## config.mk

```make
export PLATFORM = sky130hd
export DESIGN_NAME = blakley_modmul
export DESIGN_NICKNAME = d
export VERILOG_FILES = /design/src/rtl/blakley_modmul.sv
export SDC_FILE = /design/constraint.sdc
export NUM_CORES = 1
export LEC_CHECK = 0
export CORE_ASPECT_RATIO = 1.1
export CORE_MARGIN = 2
export CORE_UTILIZATION = 60
export DETAILED_ROUTE_END_ITERATION = 8
export GPL_TIMING_DRIVEN = 0
export PLACE_DENSITY = 0.83
export SETUP_SLACK_MARGIN = 0.3
export SLEW_MARGIN = 20
export SYNTH_ARGS = -nofsm -noshare
export SYNTH_HDL_FRONTEND = slang
export SYNTH_SLANG_ARGS = --single-unit
export TNS_END_PERCENT = 100
```

## constraint.sdc

```tcl
create_clock -name clk -period 12.08 [get_ports clk]
set_input_delay 1.812 -clock clk [delete_from_list [all_inputs] [get_ports clk]]
set_output_delay 1.812 -clock clk [all_outputs]
set_load 0.005 [all_outputs]
```

## src/rtl/blakley_modmul.sv

```systemverilog
// blakley_modmul: radix-2 Blakley modular multiplier, result = (a * b) mod n.
// Start/done handshake. The multiplier operand is scanned MSB-first with one
// ADD and one REDUCE cycle per bit.
// Optional macro BLAKLEY_EARLY_TERM_EN: the scan starts at the top set bit of a,
// and a == 0 finishes immediately.
module blakley_modmul #(
  parameter int unsigned WIDTH = 32
) (
  input  logic             clk,
  input  logic             reset_l,
  input  logic             start,
  input  logic [WIDTH-1:0] a,
  input  logic [WIDTH-1:0] b,
  input  logic [WIDTH-1:0] n,
  output logic             busy,
  output logic             done,
  output logic [WIDTH-1:0] result,
  output logic             err
);

  localparam int unsigned IW = $clog2(WIDTH);
  localparam int unsigned RW = WIDTH + 2;

  typedef enum logic [1:0] {S_IDLE, S_ADD, S_REDUCE, S_DONE} state_t;

  state_t           state, state_nxt;
  logic [WIDTH-1:0] a_lat, b_lat, n_lat;
  logic [WIDTH-1:0] r;
  logic [RW-1:0]    r2;
  logic [IW-1:0]    idx;

  logic             range_err_c;
  logic             skip_c;
  logic [IW-1:0]    start_idx_c;
  logic [RW-1:0]    addend_c;
  logic [RW-1:0]    n1_c, n2_c;
  logic [WIDTH-1:0] red_c;
  logic             busy_nxt, done_nxt;

  assign range_err_c = (n == '0) || (a >= n) || (b >= n);

`ifdef BLAKLEY_EARLY_TERM_EN
  // Start index is the top set bit of a. R stays 0 through the leading zero bits.
  always_comb begin
    start_idx_c = '0;
    for (int i = 0; i < int'(WIDTH); i++) begin
      if (a[i]) start_idx_c = IW'(i);
    end
  end
  assign skip_c = (a == '0);
`else
  assign start_idx_c = IW'(WIDTH - 1);
  assign skip_c      = 1'b0;
`endif

  assign addend_c = a_lat[idx] ? RW'(b_lat) : '0;
  assign n1_c     = RW'(n_lat);
  assign n2_c     = {1'b0, n_lat, 1'b0};

  // Fold R2 (< 3n) back below n with at most one subtract of n or 2n.
  always_comb begin
    if (r2 >= n2_c) begin
      red_c = WIDTH'(r2 - n2_c);
    end else if (r2 >= n1_c) begin
      red_c = WIDTH'(r2 - n1_c);
    end else begin
      red_c = WIDTH'(r2);
    end
  end

  // State register.
  always_ff @(posedge clk) begin
    if (reset_l) state <= S_IDLE;
    else         state <= state_nxt;
  end

  // Next-state logic.
  always_comb begin
    state_nxt = state;
    case (state)
      S_IDLE:   if (start) state_nxt = (range_err_c || skip_c) ? S_DONE : S_ADD;
      S_ADD:    state_nxt = S_REDUCE;
      S_REDUCE: state_nxt = (idx == '0) ? S_DONE : S_ADD;
      S_DONE:   state_nxt = S_IDLE;
      default:  state_nxt = S_IDLE;
    endcase
  end

  // Output decode from the next state, so the registered flags line up with the state.
  always_comb begin
    busy_nxt = 1'b0;
    done_nxt = 1'b0;
    busy_nxt = (state_nxt != S_IDLE);
    done_nxt = (state_nxt == S_DONE);
  end

  // Registered handshake outputs.
  always_ff @(posedge clk) begin
    if (reset_l) begin
      busy <= 1'b0;
      done <= 1'b0;
    end else begin
      busy <= busy_nxt;
      done <= done_nxt;
    end
  end

  // Operand latches, shift-add-reduce datapath and held result/err.
  always_ff @(posedge clk) begin
    if (reset_l) begin
      a_lat  <= '0;
      b_lat  <= '0;
      n_lat  <= '0;
      r      <= '0;
      r2     <= '0;
      idx    <= '0;
      result <= '0;
      err    <= 1'b0;
    end else begin
      case (state)
        S_IDLE: begin
          if (start) begin
            a_lat <= a;
            b_lat <= b;
            n_lat <= n;
            r     <= '0;
            idx   <= start_idx_c;
            if (range_err_c || skip_c) begin
              result <= '0;
              err    <= range_err_c;
            end else begin
              err    <= 1'b0;
            end
          end
        end
        S_ADD: begin
          r2 <= {1'b0, r, 1'b0} + addend_c;
        end
        S_REDUCE: begin
          r <= red_c;
          if (idx == '0) result <= red_c;
          else           idx    <= idx - IW'(1);
        end
        default: ;
      endcase
    end
  end

endmodule

```

==> flow_summary.toml <==
[timing]
setup_tns_ns = 0
rsz0062_at_grt = "no"
setup_violations = 0
timing.slew.headroom_pct = 36.16
fin_worst_skew_ns = 0.01330
period_share_pct = 50.41
final_hold_viol_count = 0
worstMarginPinSlew_ns = 0.9334
period_minus_slack_ns = 6.089
fmax_ghz = 0.1642
report.final.slew_viol_count = 0

[synthesis]
synth_edf_count = 0
synth_compound_area_share_pct = 24.71
avgSynthCellArea_um2 = 7.756
synthArstFlopShare_pct = 0
synth_fa_ha_area_share_pct = 14.18
synth_area_um2 = 14540
yosys.area_share.simple_pct = 19.40
dominantRegCellSynth = "dfxtp_1"
yosysTopAreaCell = "dfxtp_1"
ys_ff_latch = 204
synth_seq_area_share_pct = 28.08
synthesis.nets = 2137
synth_top_area_share_pct = 28.08
synthXorXnorAreaFrac_pct = 4.637
synth_mux_area_share_pct = 3.811
yosys-top-cells-area = "dfxtp_1, ha_1, a21oi_1"
yosys_warnings = 0
synth.distinct_cells = 73
synth_top_family_by_area = "compound AO/OA/AOI/OAI gates"
synthCells = 1875

[power]
p_comb_share_pct = 38.6
power.switching_uw = 917.8
internal_power_uw = 1492
p_leak_uw = 0.007092
power.total_uw = 2410
ir_drop_uv = 135.1
power_density_nw_per_um2 = 141.6
power_frac_clock_pct = 30.1
sw_frac_of_total_pct = 38.08
seqPwrFrac_pct = 31.3

[cts]
cts_buffer_depth = 3
clk-insertion-delay-late_ns = 0.52
root_buffer = "clkbuf_16"
clock_sink_count = 204
numCtsBuffers = 23
cts_hold_buf = 0
cts_resized = 0
htree_levels = 1
cts_tree = "built"
clk_pin_slew_ns = 0.06
post-cts-setup-buffers = 0

[worst_setup_path]
reg2reg_to = "r2[33]$_SDFFE_PP0N_"
reg2reg_depth = 18
crit_start = "idx[0]$_SDFFE_PP0P_"
path_max_fanout = 10
crit_type = "reg2reg"
crit_path_end_kind = "flop"
setup.worst_path.start_class = "flop"
required_ns = 12.45
cp.arrival_ns = 6.46
reg2reg_slack_ns = 5.99
r2r-start = "idx[0]$_SDFFE_PP0P_"

[place]
hpwl_mm = 40.12
portBuffers = 133
gp_congestion = 0.9715

[worst_hold_path]
worstHoldStart = "n_lat[28]$_SDFFE_PP0P_"
hold-path-endpoint = "n_lat[28]$_SDFFE_PP0P_"
hold-path-cell-count = 2
hold_path.class = "reg2reg"

[floorplan]
row_count = 59
dieHeight_um = 167.3
die_area_um2 = 25500
die_x_um = 152.4
ios = 134
core_area_um2 = 23770
initial_core_util_pct = 61.18

[cells_and_area]
diodes = 0
layout.nets = 2295
drive_gt1_share_pct = 4.051
syn_to_final_growth_pct = 17.09
layout.cells.most_common = "nand2_1"
nFillCells = 2013
final_cell_mix = "nand2_1, a21oi_1, dfxtp_1"

[global_routing]
top_usage_layer = "met2"
use_met2_pct = 63.92
grt-ovfl-total = 0
use_met3_pct = 4.995
grt_max_degree = 16
grt_pass1_vias = 14410
grt.total_usage_pct = 37.67
antenna_found_initial = 0
met1_usage_pct = 48.04
grt_pass1_wl_mm = 76.75

[drt]
ant_nets = 0
wl_per_cell_um = 21.07
drc_errors = 0
wl_mm = 49.59
first_pass_iters = 6
dr_total_vias = 14840
dr.first_iter.drc_count = 1130
avgViaCountPerCell = 6.302

[run]
cap_viol_max_count = 0

[run_status]
status = "finished clean"
[worst max path at each step]
| stage | to | depth (start not counted) |
|---|---|---|
| 4_1_cts | r2[33]$_SDFFE_PP0N_ | 18 |
| 6_report | r2[33]$_SDFFE_PP0N_ | 18 |
| 3_5_place_dp | result[25]$_SDFFE_PP0P_ | 14 |
| 3_3_place_gp | result[25]$_SDFFE_PP0P_ | 14 |
| 5_1_grt | r2[33]$_SDFFE_PP0N_ | 18 |
| 2_1_floorplan | r2[32]$_SDFFE_PP0N_ | 18 |
[power groups by stage]
stage | logic, uW | clock network (uW) | registers, uW
6_report | 929 | 726 | 755
4_1_cts | 903 | 722 | 754
5_1_grt | 997 | 751 | 759
3_5_place_dp | 896 | 0 | 768
3_3_place_gp | 889 | 0 | 766
2_1_floorplan | 616 | 0 | 755
[layout make-up]
cell class / instances / area (um2) / share of cell area (%)
Buffer: 92 / 366.6 / 2.153
Inverter: 103 / 386.6 / 2.271
Multi-Input combinational cell: 1476 / 9706 / 57.00
Clock inverter: 15 / 175.2 / 1.029
Tap cell: 305 / 381.6 / 2.241
Timing Repair Buffer: 133 / 1331 / 7.818
Sequential cell: 204 / 4084 / 23.98
Clock buffer: 26 / 596.8 / 3.505
[cells by family after synthesis]
family / count (synthesis)
AO/OA/AOI/OAI: 573
XOR/XNOR: 77
flip-flops: 204
buffers and inverters: 195
AND/OR/NAND/NOR: 621
multiplexers: 42
adder cells (fa/ha/maj): 163
[registers in the layout, indices dropped and copies added (netlist names)]
name / cells
a_lat: 32
b_lat: 32
busy: 1
done: 1
err: 1
idx: 5
n_lat: 32
r: 32
r2: 34
result: 32
state: 2
[per-stage QoR]
| stage | util [%] | instance area [um2] | hold slack, ns | worst slack (ns) | std cells |
|---|---|---|---|---|---|
| 4_1_cts | 71.63 | 17030 | 0.4540 | 6.067 | 2354 |
| 3_3_place_gp | 68.39 | 16260 | 0.4390 | 5.784 | 2313 |
| 2_1_floorplan | - | 14540 | 0.4315 | 7.336 | 1875 |
| 6_report | 71.63 | 17030 | 0.4521 | 5.991 | 2354 |
| 3_5_place_dp | 68.39 | 16260 | 0.4448 | 5.781 | 2313 |
| 5_1_grt | 71.63 | 17030 | 0.4673 | 5.602 | 2354 |
[Yosys cell counts (4+ instances only)]
master	number
and2_1	4
clkbuf_1	75
o21a_1	24
nand2_1	314
dfxtp_1	204
buf_1	6
ha_1	160
nand4b_1	4
nand2b_1	17
nand3_1	26
a211oi_1	23
nor4_1	17
a31oi_1	11
a211o_1	6
o31a_1	4
o211ai_1	23
a21oi_1	253
buf_2	8
xor2_1	29
a21o_1	45
mux2_2	7
o21bai_1	11
mux2i_1	25
nor2b_1	53
o2bb2ai_1	14
nor3_1	36
nor2_1	94
or3_1	6
o21ai_0	89
nand4_1	32
mux4_2	10
xnor2_1	48
inv_1	103
a22o_1	26
[routing by layer]
layer  vias up  part of all wire, %
met4         0                  4.6
met3       131                  9.2
met1      6930                   40
li1       7002                    -
met5         -                    0
met2       772                   46
[critical path, stage by stage (launching register included)]
cell	delay [ns]
dfxtp_1	0.42
buf_1	0.61
mux4_2	0.63
mux4_2	0.48
mux2i_1	0.41
clkbuf_1	0.48
nor2b_1	0.16
ha_1	0.26
fa_1	0.45
a211oi_1	0.33
o21bai_1	0.15
a21oi_1	0.31
o211ai_1	0.22
nand4_1	0.26
a31oi_1	0.13
nor4_1	0.21
a21oi_1	0.12
a211oi_1	0.24
nor3_1	0.08
Power figures use the tool's default switching activity.
